### src/rtl/systolic_skew_feeder_pkg.sv
// Shared constants for the systolic skew feeder.
// Default array geometry and FSM state encodings.
package systolic_skew_feeder_pkg;

    localparam int SSF_DATA_W = 8;
    localparam int SSF_N      = 4;
    localparam int SSF_K_MAX  = 8;

    localparam logic [1:0] ST_IDLE   = 2'd0;
    localparam logic [1:0] ST_LOAD   = 2'd1;
    localparam logic [1:0] ST_STREAM = 2'd2;
    localparam logic [1:0] ST_DONE   = 2'd3;

endpackage

### src/rtl/systolic_operand_bank.sv
// Operand buffer: N lanes x K_MAX entries, slice-wide write port,
// one independent read per lane with write-through forwarding.
module systolic_operand_bank #(
    parameter int DATA_W = 8,
    parameter int N      = 4,
    parameter int K_MAX  = 8,
    parameter int IDX_W  = $clog2(K_MAX)
) (
    input  logic                     clk,
    input  logic                     we_i,
    input  logic [IDX_W-1:0]         wr_idx_i,
    input  logic [N*DATA_W-1:0]      wr_data_i,
    input  logic [N-1:0][IDX_W-1:0]  rd_idx_i,
    output logic [N-1:0][DATA_W-1:0] rd_data_o
);

    logic [DATA_W-1:0] mem_q [N][K_MAX];

    always_ff @(posedge clk) begin
        if (we_i) begin
            for (int x = 0; x < N; x++) begin
                mem_q[x][wr_idx_i] <= wr_data_i[x*DATA_W +: DATA_W];
            end
        end
    end

    // Forwarding lets the first stream cycle use the slice written on that edge.
    always_comb begin
        rd_data_o = '0;
        for (int x = 0; x < N; x++) begin
            if (we_i && (wr_idx_i == rd_idx_i[x])) begin
                rd_data_o[x] = wr_data_i[x*DATA_W +: DATA_W];
            end else begin
                rd_data_o[x] = mem_q[x][rd_idx_i[x]];
            end
        end
    end

endmodule

### src/rtl/systolic_skew_feeder.sv
// Edge driver for an N x N output-stationary systolic MAC array:
// buffers one A/B tile, then streams it with diagonal skew.
module systolic_skew_feeder
    import systolic_skew_feeder_pkg::*;
#(
    parameter int DATA_W = SSF_DATA_W,
    parameter int N      = SSF_N,
    parameter int K_MAX  = SSF_K_MAX
) (
    input  logic                       clk,
    input  logic                       reset_n,
    input  logic                       start,
    input  logic [$clog2(K_MAX+1)-1:0] k_len,
    input  logic                       ld_valid,
    output logic                       ld_ready,
    input  logic [N*DATA_W-1:0]        ld_a,
    input  logic [N*DATA_W-1:0]        ld_b,
    output logic [N*DATA_W-1:0]        a_out,
    output logic [N*DATA_W-1:0]        b_out,
    output logic [2*N-2:0]             clear_diag,
    output logic                       busy,
    output logic                       done,
    output logic                       err
);

    localparam int K_W   = $clog2(K_MAX + 1);
    localparam int IDX_W = $clog2(K_MAX);
    localparam int S_W   = $clog2(K_MAX + 2*N - 1);

    logic [1:0]               state_q, state_d;
    logic [K_W-1:0]           klen_q, klen_d;
    logic [IDX_W-1:0]         k_q, k_d;
    logic [S_W-1:0]           s_q, s_d;
    logic [S_W-1:0]           s_last;
    logic                     err_d;
    logic                     klen_ok;
    logic                     wr_en;
    logic                     stream_d;
    logic [N-1:0][IDX_W-1:0]  rd_idx;
    logic [N-1:0]             lane_on;
    logic [N-1:0][DATA_W-1:0] a_rd, b_rd;
    logic [N*DATA_W-1:0]      a_d, b_d, a_q, b_q;
    logic [2*N-2:0]           clr_d, clr_q;
    logic                     ready_q, busy_q, done_q, err_q;

    assign klen_ok  = (k_len != '0) && (k_len <= K_W'(K_MAX));
    assign wr_en    = (state_q == ST_LOAD) && ld_valid;
    assign s_last   = S_W'(klen_q) + S_W'(2*N - 3);
    assign stream_d = (state_d == ST_STREAM);

    always_comb begin
        state_d = state_q;
        klen_d  = klen_q;
        k_d     = k_q;
        s_d     = s_q;
        err_d   = 1'b0;
        unique case (state_q)
            ST_IDLE: begin
                if (start) begin
                    if (klen_ok) begin
                        state_d = ST_LOAD;
                        klen_d  = k_len;
                        k_d     = '0;
                    end else begin
                        err_d = 1'b1;
                    end
                end
            end
            ST_LOAD: begin
                if (ld_valid) begin
                    if (K_W'(k_q) == klen_q - K_W'(1)) begin
                        state_d = ST_STREAM;
                        s_d     = '0;
                    end else begin
                        k_d = k_q + IDX_W'(1);
                    end
                end
            end
            ST_STREAM: begin
                if (s_q == s_last) begin
                    state_d = ST_DONE;
                end else begin
                    s_d = s_q + S_W'(1);
                end
            end
            default: state_d = ST_IDLE;
        endcase
    end

    // Lane x reads entry s-x; lanes outside the skew window emit zero.
    always_comb begin
        rd_idx  = '0;
        lane_on = '0;
        clr_d   = '0;
        for (int x = 0; x < N; x++) begin
            rd_idx[x]  = IDX_W'(s_d - S_W'(x));
            lane_on[x] = stream_d && (s_d >= S_W'(x))
                      && ((s_d - S_W'(x)) < S_W'(klen_q));
        end
        for (int d = 0; d < 2*N - 1; d++) begin
            clr_d[d] = stream_d && (s_d == S_W'(d));
        end
    end

    always_comb begin
        a_d = '0;
        b_d = '0;
        for (int x = 0; x < N; x++) begin
            a_d[x*DATA_W +: DATA_W] = lane_on[x] ? a_rd[x] : '0;
            b_d[x*DATA_W +: DATA_W] = lane_on[x] ? b_rd[x] : '0;
        end
    end

    systolic_operand_bank #(
        .DATA_W (DATA_W),
        .N      (N),
        .K_MAX  (K_MAX),
        .IDX_W  (IDX_W)
    ) u_bank_a (
        .clk       (clk),
        .we_i      (wr_en),
        .wr_idx_i  (k_q),
        .wr_data_i (ld_a),
        .rd_idx_i  (rd_idx),
        .rd_data_o (a_rd)
    );

    systolic_operand_bank #(
        .DATA_W (DATA_W),
        .N      (N),
        .K_MAX  (K_MAX),
        .IDX_W  (IDX_W)
    ) u_bank_b (
        .clk       (clk),
        .we_i      (wr_en),
        .wr_idx_i  (k_q),
        .wr_data_i (ld_b),
        .rd_idx_i  (rd_idx),
        .rd_data_o (b_rd)
    );

    always_ff @(posedge clk or negedge reset_n) begin
        if (!reset_n) begin
            state_q <= ST_IDLE;
            klen_q  <= '0;
            k_q     <= '0;
            s_q     <= '0;
            a_q     <= '0;
            b_q     <= '0;
            clr_q   <= '0;
            ready_q <= 1'b0;
            busy_q  <= 1'b0;
            done_q  <= 1'b0;
            err_q   <= 1'b0;
        end else begin
            state_q <= state_d;
            klen_q  <= klen_d;
            k_q     <= k_d;
            s_q     <= s_d;
            a_q     <= a_d;
            b_q     <= b_d;
            clr_q   <= clr_d;
            ready_q <= (state_d == ST_LOAD);
            busy_q  <= (state_d == ST_LOAD) || stream_d;
            done_q  <= (state_d == ST_DONE);
            err_q   <= err_d;
        end
    end

    assign ld_ready   = ready_q;
    assign busy       = busy_q;
    assign done       = done_q;
    assign err        = err_q;
    assign a_out      = a_q;
    assign b_out      = b_q;
    assign clear_diag = clr_q;

endmodule
### config.mk
export PLATFORM = sky130hd
export DESIGN_NAME = systolic_skew_feeder
export DESIGN_NICKNAME = d
export VERILOG_FILES = /design/src/rtl/systolic_skew_feeder_pkg.sv /design/src/rtl/systolic_operand_bank.sv /design/src/rtl/systolic_skew_feeder.sv
export SDC_FILE = /design/constraint.sdc
export NUM_CORES = 1
export LEC_CHECK = 0
export CORE_UTILIZATION = 40
export DETAILED_ROUTE_END_ITERATION = 10
export PLACE_DENSITY_LB_ADDON = 0.1
export REMOVE_ABC_BUFFERS = 1
export SYNTH_ARGS = -nofsm -noshare
export SYNTH_HDL_FRONTEND = slang
export SYNTH_HIERARCHICAL = 1
export SYNTH_SLANG_ARGS = --single-unit
### constraint.sdc
create_clock -name clk -period 6.1 [get_ports clk]
set_input_delay 1.22 -clock clk [delete_from_list [all_inputs] [get_ports clk]]
set_output_delay 1.22 -clock clk [all_outputs]
set_load 0.02 [all_outputs]
==> results of run 1 <==
-- cells by family (layout without fill, tap and decap cells) --
logic type               count (synthesis)  in the layout  synth area share, %
AO/OA/AOI/OAI                           77             77                2.739
XOR/XNOR                                40             40                1.484
adder cells (fa/ha/maj)                 32             32                1.594
buffers and inverters                   83            339                2.326
flip-flops                             600            600                69.96
multiplexers                           256            256                18.41
AND/OR/NAND/NOR                        168            168                3.491
-- state kept, by name, summed over array words and instances, names as in the netlist --
register and flops:
u_bank_a/mem_q 256, u_bank_b/mem_q 256, a_out 32, b_out 32
clear_diag 7, klen_q 4, s_q 4, k_q 3
state_q 2, busy 1, done 1, err 1
ld_ready 1
-- per-stage QoR --
| step | setup TNS, ps | instance area [um^2] | utilization [%] | worst slack [ps] | hold slack [ps] |
|---|---|---|---|---|---|
| 4_1_cts | 0 | 29790 | 48.10 | 1096 | 604.3 |
| 3_5_place_dp | 0 | 27640 | 44.62 | 727.9 | 615.6 |
| 6_report | 0 | 29790 | 48.10 | 1119 | 598.8 |
| 2_1_floorplan | -94310 | 24610 | - | -2619 | 636.7 |
| 3_3_place_gp | 0 | 27640 | 44.62 | 864.4 | 622.3 |
| 5_1_grt | 0 | 29790 | 48.10 | 833.5 | 620.5 |
-- metal layers --
layer | share of wire, % | track usage (%) | vias up
li1 | - | - | 5519
met1 | 44 | 25.19 | 6663
met2 | 50 | 31.42 | 288
met3 | 4.4 | 3.944 | 96
met4 | 2.1 | 5.074 | 8
met5 | 0.090 | 0 | -
-- area by class of cell --
| cell class | count | area [um^2] | area share, % |
|---|---|---|---|
| clock buffers | 91 | 1808 | 6.068 |
| flip-flops and latches | 600 | 17580 | 59.00 |
| inverters | 20 | 77.57 | 0.2604 |
| clock inverters | 33 | 347.8 | 1.167 |
| multi-input cells | 573 | 7109 | 23.86 |
| well taps | 837 | 1047 | 3.515 |
| repair buffers | 195 | 1827 | 6.131 |
-- power groups by stage --
stage,combinational (mW),sequential [mW],clock [mW]
global placement,0.879,4.98,0
floorplan,0.439,5.01,0
global route,0.931,4.93,4.20
detailed placement,0.888,4.99,0
finish,0.869,4.91,3.95
CTS,0.890,4.91,4.06
-- worst max path at each step --
stage / startpoint / to / slack (ps) / depth (start not counted)
2_1_floorplan: klen_q[0]$_DFFE_PN0P_ / a_out[10]$_DFF_PN0_ / -2620 / 14
6_report: klen_q[1]$_DFFE_PN0P_ / a_out[25]$_DFF_PN0_ / 1120 / 14
3_3_place_gp: k_len[1] / a_out[0]$_DFF_PN0_ / 860 / 13
4_1_cts: klen_q[1]$_DFFE_PN0P_ / a_out[6]$_DFF_PN0_ / 1100 / 15
5_1_grt: klen_q[1]$_DFFE_PN0P_ / a_out[6]$_DFF_PN0_ / 830 / 15
3_5_place_dp: k_len[0] / a_out[6]$_DFF_PN0_ / 730 / 13
-- cell usage in the layout, fill, tap and decap left out, types with 19 or more instances in the layout --
cell and n:
sky130_fd_sc_hd__buf_4 50, sky130_fd_sc_hd__xnor2_1 30, sky130_fd_sc_hd__nand2_1 65, sky130_fd_sc_hd__nor2_1 22, sky130_fd_sc_hd__clkbuf_1 21, sky130_fd_sc_hd__edfxtp_1 512, sky130_fd_sc_hd__a211oi_1 34, sky130_fd_sc_hd__mux4_1 72
sky130_fd_sc_hd__clkbuf_16 68, sky130_fd_sc_hd__inv_1 19, sky130_fd_sc_hd__clkdlybuf4s50_1 145, sky130_fd_sc_hd__mux4_2 56, sky130_fd_sc_hd__ha_1 32, sky130_fd_sc_hd__dfrtp_1 88, sky130_fd_sc_hd__mux2_2 120
-- worst max-delay path, cell delays in order, from the launching register on --
cell	delay, ps
sky130_fd_sc_hd__dfrtp_1	420
sky130_fd_sc_hd__inv_1	190
sky130_fd_sc_hd__ha_1	240
sky130_fd_sc_hd__xor2_1	150
sky130_fd_sc_hd__a311oi_1	440
sky130_fd_sc_hd__o2111a_2	390
sky130_fd_sc_hd__nor2b_1	110
sky130_fd_sc_hd__a211o_1	320
sky130_fd_sc_hd__buf_4	310
sky130_fd_sc_hd__ha_1	380
sky130_fd_sc_hd__buf_4	450
sky130_fd_sc_hd__xnor2_1	180
sky130_fd_sc_hd__nand4_1	540
sky130_fd_sc_hd__mux2_4	500
sky130_fd_sc_hd__nor3b_1	130
==> tab_implementation.tex, run 1 <==
\begin{tabular}{lr}
\hline
Metric & Value \\
\hline
\multicolumn{2}{l}{\textbf{Critical path}} \\
Worst R2R Setup Slack & 1120 ps \\
Kind of critical path & reg2reg \\
Worst path required time & 6540 ps \\
Reg-to-Reg Start & klen\_q[1]\$\_DFFE\_PN0P\_ \\
RR Endpoint & a\_out[25]\$\_DFF\_PN0\_ \\
Count of cells along the worst register-to-register path & 14 \\
Maximum fanout along the worst path & 39 \\
Capturing element type of the critical path & flop \\
Startpoint kind of the worst setup timing path & flop \\
Arrival time at the worst endpoint & 5430 ps \\
\multicolumn{2}{l}{\textbf{Clocking}} \\
Number of setup buffers added after CTS & 0 \\
Reg clk slew, reported paths & 60 ps \\
CTS tree & yes \\
Clock latency on the worst-skew pair & 600 ps \\
Deepest clock path buffer count & 3 \\
Number of clock sinks & 600 \\
Cell at the root of the clock tree & sky130\_fd\_sc\_hd\_\_clkbuf\_16 \\
CTS buffer count & 67 \\
CTS H-tree depth & 3 \\
Number of instances resized during post-cts repair & 0 \\
Hold-fix buffers at CTS & 0 \\
\multicolumn{2}{l}{\textbf{Yosys}} \\
Synth unique cells & 59 \\
Number of flops mapped to enable cells by yosys & 512 \\
Main flop type after synthesis & sky130\_fd\_sc\_hd\_\_edfxtp\_1 \\
Area of the mapped netlist & 25,120 um\^{}2 \\
Count leader, synth & sky130\_fd\_sc\_hd\_\_edfxtp\_1 \\
Seq/Total Area, Yosys & 69.96\% \\
Syn avg cell area & 20.00 um\^{}2 \\
Total of warnings raised by yosys & 6 \\
Async S/R FF share, synth & 14.67\% \\
Top cell types by occurrence after synthesis & 512 x sky130\_fd\_sc\_hd\_\_edfxtp\_1, 120 x sky130\_fd\_sc\_hd\_\_mux2\_2, 88 x sky130\_fd\_sc\_hd\_\_dfrtp\_1 \\
Area share of the largest cell type after synthesis & 61.20\% \\
Dominant cells by area after synthesis & sky130\_fd\_sc\_hd\_\_edfxtp\_1 61\%, sky130\_fd\_sc\_hd\_\_dfrtp\_1 8.8\%, sky130\_fd\_sc\_hd\_\_mux4\_1 7.5\% \\
Biggest area consumer among synthesized cells & sky130\_fd\_sc\_hd\_\_edfxtp\_1 \\
Gate Count Post-Synth & 1,256 \\
Flops \& latches, synth & 600 \\
\multicolumn{2}{l}{\textbf{Power and ir drop}} \\
Final Total Pwr & 9.728 mW \\
Net switching power of the design & 2.212 mW \\
Switching share of power & 22.74\% \\
Power density cells & 326.5 nW/um\^{}2 \\
Combinational power share & 8.9\% \\
Maximum vdd ir drop & 176.0 uV \\
Internal power & 7.516 mW \\
Proportion of power drawn by the clock network & 40.6\% \\
Register share of total power & 50.4\% \\
Leakage power figure & 10.22 nW \\
\multicolumn{2}{l}{\textbf{Place}} \\
Weighted congestion at the end of routability-driven global placement & 0.7881 \\
Post-detail-place hpwl & 34.56 mm \\
Number of buffers added on ports & 146 \\
Number of cells in the design after placement & 2,225 \\
\multicolumn{2}{l}{\textbf{Timing}} \\
F\_max & 0.2007 GHz \\
Final number of max-transition violations & 0 \\
Tightest slew margin relative to the limit & 21.52\% \\
Unrepaired setup endpoints after global routing & no \\
Transition time at the pin with the least slew margin & 1174 ps \\
Post-route clock skew & 23.23 ps \\
Fraction of the cycle the final worst path needs & 81.66\% \\
Number of endpoints failing setup at the final stage & 0 \\
Final period demand of the worst path & 4981 ps \\
Number of hold violations in the final report & 0 \\
\multicolumn{2}{l}{\textbf{Routing}} \\
Post-detailed-route wirelength per cell & 25.14 um \\
Avg Vias per Cell & 5.353 \\
Detail Route Antenna Nets & 0 \\
Violation count after the first detailed-route iteration & 865 \\
Count of TritonRoute iterations in the first routing pass & 5 \\
Detailed-route wire length & 59.05 mm \\
Remaining design rule violation count & 0 \\
Vias after detailed routing & 12.57k \\
\multicolumn{2}{l}{\textbf{Global route}} \\
First-pass GRT wire length & 87.33 mm \\
Number of global-route vias before repair & 13.30k \\
Number of antenna violations at the first check in global routing & 4 \\
GRT Residual Overflow & 0 \\
Overall global routing resource usage & 18.90\% \\
Maximum number of pins on one net before global-route repair & 56 \\
\multicolumn{2}{l}{\textbf{Cells and area}} \\
Area growth syn-to-layout & 18.59\% \\
Antenna cell count & 0 \\
Final-stage net count & 1,561 \\
Fraction of layout cells with a size suffix above 1 & 24.87\% \\
Non-filler instance count after layout & 2,349 \\
Filler cell count & 5,217 \\
\multicolumn{2}{l}{\textbf{Worst hold path}} \\
Path class of the lowest-slack min-delay path & in2async \\
\multicolumn{2}{l}{\textbf{Floorplan}} \\
Die area & 63,820 um\^{}2 \\
Boundary Pins & 147 \\
Die height & 252.6 um \\
Initial standard-cell utilization of the core & 40.56\% \\
Horizontal die dimension & 252.6 um \\
Core region area & 61,940 um\^{}2 \\
Cell Rows & 91 \\
\multicolumn{2}{l}{\textbf{Job}} \\
Max-Cap Viols & 0 \\
\multicolumn{2}{l}{\textbf{Run status}} \\
Outcome & finished, final reports clean \\
\hline
\end{tabular}
(Power assumes the default switching activity.)
==> run 2, diff against run 1 <==
Clock period 6.1 ns to 4.7 ns, I/O delays scaled along.
==> run 2 against run 1 <==
  * Global-route usage is essentially flat
  * Via count grew 0.37%
  * Largest power group unchanged
  * Largest cell class unchanged
  * Cell area grew 0.84%
  * Critical path type unchanged
  * Setup slack lost 660 ps
==> tab_implementation.tex, run 2 (synthesis gave the netlist of run 1 again) <==
\begin{tabular}{lr}
\hline
Metric & Value \\
\hline
\multicolumn{2}{l}{\textbf{Run status}} \\
Outcome & finished, final reports clean \\
\multicolumn{2}{l}{\textbf{Cells and area}} \\
Filler cell count & 5,251 \\
Antenna cell count & 0 \\
Fraction of layout cells with a size suffix above 1 & 26.08\% \\
Final-stage net count & 1,585 \\
Post-route cell area & 30,040 um\^{}2 \\
Non-filler instance count after layout & 2,367 \\
Commonest cells after routing, fill and taps aside & 512 x sky130\_fd\_sc\_hd\_\_edfxtp\_1, 145 x sky130\_fd\_sc\_hd\_\_clkdlybuf4s50\_1, 120 x sky130\_fd\_sc\_hd\_\_mux2\_2, 88 x sky130\_fd\_sc\_hd\_\_dfrtp\_1, 72 x sky130\_fd\_sc\_hd\_\_mux4\_1 \\
Largest registers in the final layout & u\_bank\_a/mem\_q x256, u\_bank\_b/mem\_q x256 \\
Most common library cell in the layout ignoring fill and taps & sky130\_fd\_sc\_hd\_\_edfxtp\_1 \\
Area growth syn-to-layout & 19.58\% \\
\multicolumn{2}{l}{\textbf{Floorplan}} \\
Die height & 252.6 um \\
Initial standard-cell utilization of the core & 40.56\% \\
Cell Rows & 91 \\
Boundary Pins & 147 \\
Die area & 63,820 um\^{}2 \\
Core region area & 61,940 um\^{}2 \\
Horizontal die dimension & 252.6 um \\
\multicolumn{2}{l}{\textbf{Routing}} \\
Post-detailed-route wirelength per cell & 24.96 um \\
Avg Vias per Cell & 5.332 \\
Detailed-route wire length & 59.09 mm \\
Violation count after the first detailed-route iteration & 703 \\
Remaining design rule violation count & 0 \\
Count of TritonRoute iterations in the first routing pass & 5 \\
Vias after detailed routing & 12.62k \\
Detail Route Antenna Nets & 0 \\
\multicolumn{2}{l}{\textbf{Timing}} \\
F\_max & 0.2358 GHz \\
Hold\_ws & 378.6 ps \\
Number of endpoints failing setup at the final stage & 0 \\
Fraction of the cycle the final worst path needs & 90.22\% \\
Unrepaired setup endpoints after global routing & no \\
Number of hold violations in the final report & 0 \\
Final number of max-transition violations & 0 \\
Final period demand of the worst path & 4240 ps \\
Post-route clock skew & 15.96 ps \\
Sum Neg Setup Slack & 0 ps \\
Tightest slew margin relative to the limit & 47.31\% \\
Transition time at the pin with the least slew margin & 789.5 ps \\
\multicolumn{2}{l}{\textbf{Critical path}} \\
Capturing element type of the critical path & flop \\
Count of cells along the worst register-to-register path & 16 \\
Worst R2R Setup Slack & 460 ps \\
Arrival time at the worst endpoint & 4740 ps \\
Kind of critical path & reg2reg \\
Startpoint kind of the worst setup timing path & flop \\
Worst path required time & 5200 ps \\
Maximum fanout along the worst path & 20 \\
\multicolumn{2}{l}{\textbf{Place}} \\
Post-detail-place hpwl & 34.87 mm \\
Post-Place Cell Area & 27,940 um\^{}2 \\
Number of cells in the design after placement & 2,250 \\
Number of buffers added on ports & 146 \\
Weighted congestion at the end of routability-driven global placement & 0.7640 \\
\multicolumn{2}{l}{\textbf{Clocking}} \\
CTS H-tree depth & 3 \\
CTS buffer count & 66 \\
Clock latency on the worst-skew pair & 590 ps \\
Deepest clock path buffer count & 3 \\
Number of instances resized during post-cts repair & 0 \\
Hold-fix buffers at CTS & 0 \\
CTS tree & yes \\
Number of setup buffers added after CTS & 0 \\
Cell at the root of the clock tree & sky130\_fd\_sc\_hd\_\_clkbuf\_16 \\
Reg clk slew, reported paths & 60 ps \\
Number of clock sinks & 600 \\
\multicolumn{2}{l}{\textbf{Power and ir drop}} \\
Power density cells & 418.1 nW/um\^{}2 \\
Final Total Pwr & 12.56 mW \\
Net switching power of the design & 2.806 mW \\
Internal power & 9.757 mW \\
Combinational power share & 9.3\% \\
Maximum vdd ir drop & 256.6 uV \\
Leakage power figure & 10.36 nW \\
Switching share of power & 22.33\% \\
Register share of total power & 50.6\% \\
Proportion of power drawn by the clock network & 40.1\% \\
\multicolumn{2}{l}{\textbf{Job}} \\
Max-Cap Viols & 0 \\
\multicolumn{2}{l}{\textbf{Global route}} \\
GRT Residual Overflow & 0 \\
Number of antenna violations at the first check in global routing & 2 \\
Maximum number of pins on one net before global-route repair & 72 \\
Overall global routing resource usage & 18.90\% \\
First-pass GRT wire length & 87.00 mm \\
Number of global-route vias before repair & 13.44k \\
\multicolumn{2}{l}{\textbf{Worst hold path}} \\
Path class of the lowest-slack min-delay path & in2async \\
\hline
\end{tabular}
-- run 2: cell count changes in the layout (fill, tap and decap cells not counted), sizes merged --
cell	before	now
clkbuf	91	97
inv	25	22
bufinv	6	4
clkinv	19	13
clkinvlp	3	1
buf	50	75
-- run 2: worst paths after layout --
path | startpoint | to
setup / recovery | klen_q[1]$_DFFE_PN0P_ | a_out[24]$_DFF_PN0_
hold / removal | reset_n | b_out[17]$_DFF_PN0_
setup reg to reg | klen_q[1]$_DFFE_PN0P_ | a_out[24]$_DFF_PN0_
hold reg to reg | klen_q[0]$_DFFE_PN0P_ | klen_q[0]$_DFFE_PN0P_
max in group asynchronous | reset_n | b_out[31]$_DFF_PN0_
min in group clk | klen_q[0]$_DFFE_PN0P_ | klen_q[0]$_DFFE_PN0P_
-- run 2: critical path: stages, from the launching register on --
cell and delay (ps):
sky130_fd_sc_hd__dfrtp_1 400, sky130_fd_sc_hd__inv_1 90, sky130_fd_sc_hd__ha_1 200, sky130_fd_sc_hd__xor2_1 150
sky130_fd_sc_hd__a311oi_1 340, sky130_fd_sc_hd__o2111a_2 370, sky130_fd_sc_hd__nor2b_1 120, sky130_fd_sc_hd__a211o_1 340
sky130_fd_sc_hd__buf_4 240, sky130_fd_sc_hd__ha_1 230, sky130_fd_sc_hd__a211oi_1 240, sky130_fd_sc_hd__xor2_1 190
sky130_fd_sc_hd__ha_1 260, sky130_fd_sc_hd__a211oi_1 350, sky130_fd_sc_hd__o41ai_4 140, sky130_fd_sc_hd__buf_4 250
sky130_fd_sc_hd__nor3b_1 210
-- run 2: per-stage QoR --
stage          worst slack [ps]  utilization [%]
2_1_floorplan             -4019                -
3_3_place_gp              300.4            45.11
3_5_place_dp              169.1            45.11
4_1_cts                   411.2            48.51
5_1_grt                   70.99            48.51
6_report                  459.8            48.51
-- run 2: layout make-up --
cell class              count  area [um^2]  area share, %
multi-input cells         573         7109          23.66
inverters                  20        77.57         0.2582
clock inverters            20        203.9         0.6788
flip-flops and latches    600        17580          58.50
well taps                 837         1047          3.486
clock buffers              97         1902          6.330
repair buffers            220         2127          7.080
-- run 2: layer usage --
metal	vias up	part of all wire, %	GRT usage (%)	routed length [um]
li1	5578	-	-	-
met1	6706	44	25.17	26110
met2	252	50	31.92	29420
met3	80	4.3	3.316	2530
met4	4	1.7	5.143	994
met5	-	0.046	0	27
-- run 2: power groups by stage --
stage / sequential [mW] / combinational (mW) / clock, mW
2_1_floorplan: 6.50 / 0.569 / 0
3_3_place_gp: 6.45 / 1.18 / 0
3_5_place_dp: 6.47 / 1.19 / 0
4_1_cts: 6.36 / 1.19 / 5.19
5_1_grt: 6.39 / 1.26 / 5.36
6_report: 6.36 / 1.17 / 5.04
